### src/rtl/keypad_pkg.sv
// Shared types and helpers for the 4x4 keypad scanner/debouncer.
package keypad_pkg;

  localparam int KEY_W    = 4;
  localparam int LINES    = 4;
  localparam int NUM_KEYS = LINES * LINES;

  typedef struct packed {
    logic             press;
    logic [KEY_W-1:0] code;
  } evt_t;

  localparam int EVT_W = $bits(evt_t);

  function automatic logic is_onehot4(input logic [LINES-1:0] v);
    return (v != '0) && ((v & (v - 1'b1)) == '0);
  endfunction

  function automatic logic [1:0] onehot_idx(input logic [LINES-1:0] v);
    logic [1:0] idx;
    idx = 2'd0;
    for (int i = 0; i < LINES; i++) begin
      if (v[i]) idx = 2'(i);
    end
    return idx;
  endfunction

endpackage

### src/rtl/keypad_evt_fifo.sv
// Synchronous show-ahead FIFO; the head entry is always presented on head_data.
module keypad_evt_fifo #(
  parameter int DEPTH = 8,
  parameter int WIDTH = 5
) (
  input  logic             clk,
  input  logic             rst_n,
  input  logic             push,
  input  logic [WIDTH-1:0] push_data,
  input  logic             pop,
  output logic [WIDTH-1:0] head_data,
  output logic             valid,
  output logic             drop
);

  localparam int AW = $clog2(DEPTH);

  logic [WIDTH-1:0] mem_q [DEPTH];
  logic [AW:0]      wr_ptr_q, wr_ptr_d;
  logic [AW:0]      rd_ptr_q, rd_ptr_d;
  logic             full, empty, pop_ok, push_ok;

  // A pop in the same cycle frees the slot, so a full FIFO can still accept.
  always_comb begin
    empty    = (wr_ptr_q == rd_ptr_q);
    full     = (wr_ptr_q[AW] != rd_ptr_q[AW]) && (wr_ptr_q[AW-1:0] == rd_ptr_q[AW-1:0]);
    pop_ok   = pop && !empty;
    push_ok  = push && (!full || pop_ok);
    drop     = push && full && !pop_ok;
    wr_ptr_d = push_ok ? wr_ptr_q + 1'b1 : wr_ptr_q;
    rd_ptr_d = pop_ok ? rd_ptr_q + 1'b1 : rd_ptr_q;
  end

  always_ff @(posedge clk or negedge rst_n) begin
    if (!rst_n) begin
      wr_ptr_q <= '0;
      rd_ptr_q <= '0;
    end else begin
      wr_ptr_q <= wr_ptr_d;
      rd_ptr_q <= rd_ptr_d;
    end
  end

  always_ff @(posedge clk) begin
    if (push_ok) mem_q[wr_ptr_q[AW-1:0]] <= push_data;
  end

  assign head_data = mem_q[rd_ptr_q[AW-1:0]];
  assign valid     = !empty;

endmodule

### src/rtl/keypad_debounce.sv
// Row-scanned 4x4 keypad debouncer: one sample per stable row dwell, per-key
// agreement counters, and press/release events queued in a show-ahead FIFO.
module keypad_debounce
  import keypad_pkg::*;
#(
  parameter int SETTLE_CYC = 16,
  parameter int DB_SCANS   = 4,
  parameter int FIFO_DEPTH = 8
) (
  input  logic        clk,
  input  logic        rst_n,
  input  logic [3:0]  row_sel,
  input  logic [3:0]  col_raw,
  output logic [15:0] matrix,
  output logic        evt_valid,
  output logic        evt_press,
  output logic [3:0]  evt_code,
  input  logic        evt_ready,
  output logic        overflow
);

  localparam int CNT_W = $clog2(SETTLE_CYC + 1);
  localparam logic [CNT_W-1:0] SETTLE_MAX = CNT_W'(SETTLE_CYC);
  localparam logic [CNT_W-1:0] SETTLE_PRE = CNT_W'(SETTLE_CYC - 1);
  localparam logic [3:0]       DB_LAST    = 4'(DB_SCANS - 1);

  logic [3:0]          col_s1_q, col_s1_d, col_s2_q, col_s2_d;
  logic [3:0]          row_q, row_d;
  logic [CNT_W-1:0]    settle_q, settle_d;
  logic [15:0]         matrix_q, matrix_d;
  logic [15:0][3:0]    key_cnt_q, key_cnt_d;
  logic [3:0]          pend_q, pend_d;
  logic [1:0]          pend_row_q, pend_row_d;
  logic                ovf_q, ovf_d;

  logic                row_stable, sample, push, pop, drop;
  logic [1:0]          row_idx, sel;
  evt_t                push_evt, head_evt;

  always_comb begin
    col_s1_d   = col_raw;
    col_s2_d   = col_s1_q;
    row_d      = row_sel;
    row_idx    = onehot_idx(row_q);
    row_stable = (row_sel == row_q) && is_onehot4(row_sel);
    settle_d   = '0;
    if (row_stable) settle_d = (settle_q == SETTLE_MAX) ? settle_q : settle_q + 1'b1;
    sample     = row_stable && (settle_q == SETTLE_PRE);

    matrix_d   = matrix_q;
    key_cnt_d  = key_cnt_q;
    pend_d     = pend_q;
    pend_row_d = pend_row_q;
    push       = 1'b0;
    push_evt   = '0;
    sel        = 2'd0;

    // Drain the lowest pending column first; matrix_q already holds the new state.
    for (int c = LINES - 1; c >= 0; c--) begin
      if (pend_q[c]) sel = 2'(c);
    end
    if (pend_q != '0) begin
      push           = 1'b1;
      push_evt.press = matrix_q[{pend_row_q, sel}];
      push_evt.code  = {pend_row_q, sel};
      pend_d[sel]    = 1'b0;
    end

    if (sample) begin
      for (int c = 0; c < LINES; c++) begin
        if (col_s2_q[c] != matrix_q[{row_idx, 2'(c)}]) begin
          if (key_cnt_q[{row_idx, 2'(c)}] == DB_LAST) begin
            matrix_d[{row_idx, 2'(c)}]  = ~matrix_q[{row_idx, 2'(c)}];
            key_cnt_d[{row_idx, 2'(c)}] = 4'd0;
            pend_d[c]                   = 1'b1;
            pend_row_d                  = row_idx;
          end else begin
            key_cnt_d[{row_idx, 2'(c)}] = key_cnt_q[{row_idx, 2'(c)}] + 4'd1;
          end
        end else begin
          key_cnt_d[{row_idx, 2'(c)}] = 4'd0;
        end
      end
    end

    ovf_d = ovf_q | drop;
  end

  always_ff @(posedge clk or negedge rst_n) begin
    if (!rst_n) begin
      col_s1_q   <= '0;
      col_s2_q   <= '0;
      row_q      <= '0;
      settle_q   <= '0;
      matrix_q   <= '0;
      key_cnt_q  <= '0;
      pend_q     <= '0;
      pend_row_q <= '0;
      ovf_q      <= 1'b0;
    end else begin
      col_s1_q   <= col_s1_d;
      col_s2_q   <= col_s2_d;
      row_q      <= row_d;
      settle_q   <= settle_d;
      matrix_q   <= matrix_d;
      key_cnt_q  <= key_cnt_d;
      pend_q     <= pend_d;
      pend_row_q <= pend_row_d;
      ovf_q      <= ovf_d;
    end
  end

  assign pop = evt_valid && evt_ready;

  keypad_evt_fifo #(
    .DEPTH (FIFO_DEPTH),
    .WIDTH (EVT_W)
  ) u_fifo (
    .clk       (clk),
    .rst_n     (rst_n),
    .push      (push),
    .push_data (push_evt),
    .pop       (pop),
    .head_data (head_evt),
    .valid     (evt_valid),
    .drop      (drop)
  );

  assign matrix    = matrix_q;
  assign evt_press = head_evt.press;
  assign evt_code  = head_evt.code;
  assign overflow  = ovf_q;

endmodule

### config.mk
export PLATFORM = sky130hd
export DESIGN_NAME = keypad_debounce
export DESIGN_NICKNAME = d
export VERILOG_FILES = /design/src/rtl/keypad_pkg.sv /design/src/rtl/keypad_evt_fifo.sv /design/src/rtl/keypad_debounce.sv
export SDC_FILE = /design/constraint.sdc
export NUM_CORES = 1
export LEC_CHECK = 0
export ABC_AREA = 1
export CAP_MARGIN = 25
export CORE_ASPECT_RATIO = 1.25
export CORE_UTILIZATION = 30
export CTS_CLUSTER_SIZE = 30
export DETAILED_ROUTE_END_ITERATION = 10
export REMOVE_ABC_BUFFERS = 1
export SYNTH_ARGS = -nofsm -noshare
export SYNTH_HDL_FRONTEND = slang
export SYNTH_HIERARCHICAL = 1
export SYNTH_SLANG_ARGS = --single-unit
### constraint.sdc
create_clock -name clk -period 3.2 [get_ports clk]
set_input_delay 0.64 -clock clk [delete_from_list [all_inputs] [get_ports clk]]
set_output_delay 0.64 -clock clk [all_outputs]
set_load 0.1 [all_outputs]
==> results.yml, run 1 <==
worst_setup_path:
  critical_path.endpoint_type: "flip-flop"
  crit_required_ns: 3.52
  reg2regPathDepth: 14
  worstReg2RegStart: "row_q[2]$_DFF_PN0_"
  cp_max_fo: 17
  r2r_end: "pend_row_q[1]$_DFFE_PN0P_"
  crit_type: "reg2reg"
  r2r_slack_ns: 0.57
  startpoint_type: "flip-flop"
  crit_arrival_ns: 2.95
grt:
  grt-ovfl-total: 0
  antenna_found_initial: 0
  first_global_vias: 6009
  grt_max_degree: 54
  track_usage_pct: 16.0
  grt_pass1_wl_microns: 30800
floorplan:
  die_h_microns: 179
  die_area_sq_mm: 0.0257
  die_w_microns: 144
  core_area_sq_mm: 0.0245
  initial_core_util_pct: 30.7
  row_count: 64
  pin_count: 34
clocking:
  cts_sinks: 152
  cts-root-buf: "clkbuf_16"
  cts_made_buffers: 17
  clock_path_buffers: 2
  clk_latency_ns: 0.43
  cts_setup_buffers: 0
  clk_pin_slew_ns: 0.07
  h-tree-depth: 4
  hold_buffers: 0
  cts_tree: "yes"
  ctsResizeCount: 0
synthesis:
  synth.ff_latch_count: 152
  synth_area_sq_mm: 0.00751
  ys.warnings.count: 6
  seq_area_frac_synth_pct: 53.3
  netlist.area_leader.share_pct: 37.3
  synthCells: 880
  synth_area_leaders: "dfrtp_1 (37%), edfxtp_1 (16%), nand2_1 (14%), nand3_1 (4.3%), nor2_1 (4.2%)"
  postSynthAreaPerCell_sq_um: 8.54
  synth_cell_type_count: 44
  synth.largest_area_cell: "dfrtp_1"
timing:
  fmax_mhz: 380
  slew_viol_final: 0
  setup_tns_ns: 0
  setup_viol: 0
  period_share_pct: 82.1
  rsz0062_at_grt: "false"
  hold_viol_final: 0
  fin_skew_ns: 0.0105
  period_minus_slack_ns: 2.63
  timing.slew.headroom_pct: 53.1
  whs_ns: 0.223
  worst_slew_pin_slew_ns: 0.703
power_and_ir_drop:
  p_leak_nw: 4.14
  power_density_mw_per_mm2: 604
  max-vdd-ir-drop_v: 0.000400
placement:
  port_buffers: 33
  dpl.hpwl_microns: 13200
  place_congestion: 0.857
drt:
  num_vias: 5884
  dr.pass1.iters: 5
  wl_per_cell_microns: 14.8
  drt_wl_total_microns: 18900
  ant_nets: 0
  vias_per_cell: 4.63
  drc: 0
  drtIter0Drc: 336
cells_and_area:
  drive_gt1_share_pct: 15.4
  nets: 948
  antenna_cells: 0
  area_delta_synth_final_pct: 16.7
min_path:
  holdCritPathClass: "in2async"
run_status:
  status: "completed"
job:
  drv_cap: 0
[worst max path at each step]
stage,endpoint,cells after the start,start,slack [ns]
global placement,key_cnt_q[10]$_DFFE_PN0P_,13,row_sel[1],0.41
finish,pend_row_q[1]$_DFFE_PN0P_,14,row_q[2]$_DFF_PN0_,0.57
CTS,evt_code[1],7,u_fifo/rd_ptr_q[0]$_DFFE_PN0P_,0.56
detailed placement,key_cnt_q[36]$_DFFE_PN0P_,13,row_sel[1],0.35
global route,pend_row_q[1]$_DFFE_PN0P_,14,row_q[2]$_DFF_PN0_,0.29
floorplan,u_fifo/mem_q[2][0]$_DFFE_PP_,11,u_fifo/rd_ptr_q[0]$_DFFE_PN0P_,0.44
[where the power goes]
group	switching [W]	leakage (nW)	internal, W
sequential	0.0000602	1.86	0.00201
clock	0.000897	0.287	0.00111
combinational	0.000902	1.99	0.000314
[through the flow]
step	setup WS [ns]	util, %	cell area [sq um]	total power (W)	std cells
detailed placement	0.350	33.4	8180	0.00334	1239
CTS	0.560	35.8	8760	0.00534	1271
global placement	0.412	33.4	8180	0.00333	1239
finish	0.571	35.8	8760	0.00529	1271
floorplan	0.436	-	7340	0.00299	856
global route	0.295	35.8	8760	0.00552	1271
[state kept, by name, summed over array words and instances, names as in the netlist]
register,count
u_fifo/mem_q,40
key_cnt_q,64
col_s2_q,4
pend_row_q,2
u_fifo/wr_ptr_q,4
u_fifo/rd_ptr_q,4
overflow,1
settle_q,5
row_q,4
matrix,16
pend_q,4
col_s1_q,4
[layer usage]
layer  routed length [microns]  global-route usage (%)
met4                       505                    7.05
met5                         0                       0
met3                       688                    2.88
met2                      9630                    28.3
met1                      8030                    18.7
[worst max-delay path, cell delays in order, from the launching register on]
cell and delay, ns:
dfrtp_1 0.48, inv_2 0.04, nand2_1 0.08, nand3_2 0.41
clkinv_2 0.34, nand2_1 0.08, nand3b_1 0.17, ha_1 0.23
nand3_2 0.15, nor2_1 0.21, nor2_1 0.08, nand2_2 0.08
nand2_1 0.07, nand2_1 0.06, nand2_1 0.05
[cells in the mapped netlist, drive strengths merged]
master	instances
ha	9
dfrtp	112
edfxtp	40
xnor2	6
nand4	3
xor2	7
nor3	11
o22ai	15
inv	77
buf	12
nand3b	4
clkbuf	12
a22o	1
o31ai	1
or2	12
nor3b	2
nor2	105
o21ai	71
clkinv	1
o211ai	4
nand3	72
o21a	1
a21oi	10
nand2	292
[cells in the final DEF, fill, tap and decap left out, types with 2 or more instances in the layout]
cell type	n
clkdlybuf4s50_1	9
nand3b_1	4
nor3_1	10
inv_6	4
o21ai_1	26
or2_1	4
nor2_4	4
o211ai_1	4
dfrtp_1	112
inv_8	4
nand3_1	65
xor2_1	7
clkinv_4	3
ha_1	9
edfxtp_1	40
nand4_1	2
o21ai_2	3
a21oi_1	10
inv_2	13
clkbuf_16	17
o22ai_1	15
buf_4	44
or2_0	4
nor2_1	85
or2_2	4
nand2_4	4
nand2_2	13
nor2_2	16
o21ai_0	42
inv_1	63
xnor2_1	5
nand2_1	275
nand3_2	6
[cells by family (layout without fill, tap and decap cells)]
logic type               Yosys count  count (layout)  synth area share (%)
XOR/XNOR                          13              13                  1.62
flip-flops                       152             152                  53.3
adder cells (fa/ha/maj)            9               9                  1.50
buffers and inverters            102             163                  6.20
AO/OA/AOI/OAI                    103             103                  7.51
AND/OR/NAND/NOR                  501             501                  29.9
[cell type report]
| type | instances | area, sq um |
|---|---|---|
| sequential | 152 | 4000 |
| tap | 330 | 413 |
| fill | 2574 | 15700 |
| clock inverter | 15 | 161 |
| inverter | 78 | 297 |
| clock buffer | 17 | 425 |
| multi-input combinational | 626 | 3040 |
| timing repair buffer | 53 | 420 |
(Power assumes the default switching activity.)
==> run 2: changes to the inputs <==
==> constraint.sdc (replaced) <==
create_clock -name clk -period 2.1 [get_ports clk]
set_input_delay 0.42 -clock clk [delete_from_list [all_inputs] [get_ports clk]]
set_output_delay 0.42 -clock clk [all_outputs]
set_load 0.1 [all_outputs]
==> run 2 against run 1 <==
  * The run now ends with negative setup slack left
  * Register-to-register slack got worse by 0.61 ns
  * Count of clock-buffer cells in the layout rose by 1
  * Sequential cell count did not move
  * Die area did not move
  * Critical path depth fell by 7
  * Worst setup slack got worse by 0.64 ns
  * Critical endpoint is now evt_press
  * Largest cell class unchanged
  * Highest routed layer unchanged
==> results.yml, run 2 (synthesis results as in run 1) <==
cells_and_area:
  utilization_pct: 42.7
  nets: 1048
  antenna_cells: 0
  drive_gt1_share_pct: 32.6
  regMostFlops: "key_cnt_q"
  largest_reg_flops: 64
  fillers: 2372
  area_delta_synth_final_pct: 39.2
  final_common_cell: "nand2_1"
  final_cell_mix: "nand2_1 (248), buf_4 (109), dfrtp_1 (106)"
timing:
  setup_viol: 11
  rsz0062_at_grt: "true"
  worst_slew_pin_slew_ns: 0.542
  fin_ws_ns: -0.0649
  hold_viol_final: 0
  period_minus_slack_ns: 2.16
  period_share_pct: 103
  setup_tns_ns: -0.320
  slew_viol_final: 0
  fin_skew_ns: 0.0172
  fmax_mhz: 462
  timing.slew.headroom_pct: 63.7
clocking:
  cts_made_buffers: 17
  clock_path_buffers: 2
  cts_tree: "yes"
  cts-root-buf: "clkbuf_16"
  clk_pin_slew_ns: 0.07
  h-tree-depth: 4
  cts_sinks: 152
  clk_latency_ns: 0.44
drt:
  vias_per_cell: 4.63
  wl_per_cell_microns: 15.1
  dr.pass1.iters: 4
  num_vias: 6354
  drtIter0Drc: 327
  drt_wl_total_microns: 20700
  drc: 0
  ant_nets: 0
grt:
  first_global_vias: 6429
  grt_max_degree: 37
  antenna_found_initial: 0
  track_usage_pct: 16.7
  grt_pass1_wl_microns: 32500
  grt-ovfl-total: 0
worst_setup_path:
  crit_type: "reg2out"
  crit_required_ns: 1.68
  worst_path_largest_cell_delay_ns: 0.46
  worst_path_max_delay_cell: "dfrtp_2"
  cp_max_fo: 5
  cp.buffers_inverters: 3
  startpoint_type: "flip-flop"
  crit_arrival_ns: 1.74
  critical_path.endpoint_type: "output pin"
  crit_family: "flip-flops"
  path_cells: "inv_4, clkbuf_16, o21ai_2, o22ai_1, nand2_1, nand2_2, buf_12"
placement:
  dpl.hpwl_microns: 14700
  port_buffers: 33
  place_congestion: 0.813
floorplan:
  core_area_sq_mm: 0.0245
  die_h_microns: 179
  initial_core_util_pct: 30.7
  die_area_sq_mm: 0.0257
  die_w_microns: 144
  row_count: 64
  pin_count: 34
min_path:
  holdCritPathClass: "reg2reg"
run_status:
  violations: "negative setup slack"
  status: "finished with violations"
power_and_ir_drop:
  p_leak_nw: 4.82
  power_density_mw_per_mm2: 865
  max-vdd-ir-drop_v: 0.000528
job:
  drv_cap: 0
[run 2: changes by cell type in the layout (fill, tap and decap cells not counted), moves of 17 or more]
cell and change:
buf_4 +65, nand2_1 -27, nor2_1 -26, nor2_4 +22, nand2_2 +20, o21ai_0 -17
[run 2: layer usage]
| layer | vias up | wire length, microns | GRT usage, % |
|---|---|---|---|
| li1 | 3146 | - | - |
| met5 | - | 0 | 0 |
| met4 | 0 | 551 | 7.54 |
| met2 | 119 | 11200 | 30.2 |
| met1 | 3052 | 8450 | 19.4 |
| met3 | 37 | 541 | 2.64 |
[run 2: worst paths after layout]
kind	startpoint	end	slack [ns]	cells past startpoint
setup / recovery	u_fifo/rd_ptr_q[0]$_DFFE_PN0P_	evt_press	-0.06	7
hold / removal	col_s1_q[3]$_DFF_PN0_	col_s2_q[3]$_DFF_PN0_	0.35	0
setup reg to reg	row_q[2]$_DFF_PN0_	matrix[3]$_DFFE_PN0P_	-0.04	12
hold reg to reg	col_s1_q[3]$_DFF_PN0_	col_s2_q[3]$_DFF_PN0_	0.35	0
max in group asynchronous	rst_n	settle_q[2]$_DFFE_PN0P_	0.92	3
min in group asynchronous	rst_n	key_cnt_q[47]$_DFFE_PN0P_	0.49	2
[run 2: area by class of cell]
| class | instances | area [sq um] | share of cell area [%] |
|---|---|---|---|
| inverter | 78 | 309 | 2.96 |
| timing repair buffer | 153 | 1490 | 14.2 |
| sequential | 152 | 4010 | 38.4 |
| clock inverter | 14 | 169 | 1.62 |
| multi-input combinational | 626 | 3640 | 34.8 |
| clock buffer | 18 | 429 | 4.10 |
| tap | 330 | 413 | 3.95 |
[run 2: worst reg2reg max path: cells and delay by family, from the launching register on]
family                     cells  cell delay [ns]
and+or+nand+nor                6             0.85
adders and majority gates      1             0.23
DFF                            1             0.45
AOI/OAI and AO/OA              3             0.27
buffers and inverters          2             0.24
[run 2: where the power goes]
group          total (W)  switching [W]  internal, W
registers        0.00314      0.0000623      0.00307
clock network    0.00317        0.00129      0.00188
logic            0.00274        0.00165      0.00109
[run 2: repair_timing]
item / CTS / global route
gates cloned: 0 / 3
hold buffers: 1 / 0
resized for setup: 58 / 133
setup endpoints to repair: 84 / 95
setup buffers: 6 / 14
pin swaps: 8 / 67
hold endpoints to repair: 33 / 0
[run 2: stage by stage]
step	instance area [sq um]	power, W	hold WS, ns	cells	setup WS [ns]
6_report	10500	0.00904	0.349	1371	-0.0649
3_3_place_gp	8890	0.00546	0.333	1318	-0.218
3_5_place_dp	8890	0.00548	0.336	1318	-0.268
4_1_cts	9770	0.00875	0.350	1357	-0.0795
5_1_grt	10500	0.00938	0.362	1371	-0.138
2_1_floorplan	7340	0.00455	0.124	856	-0.664
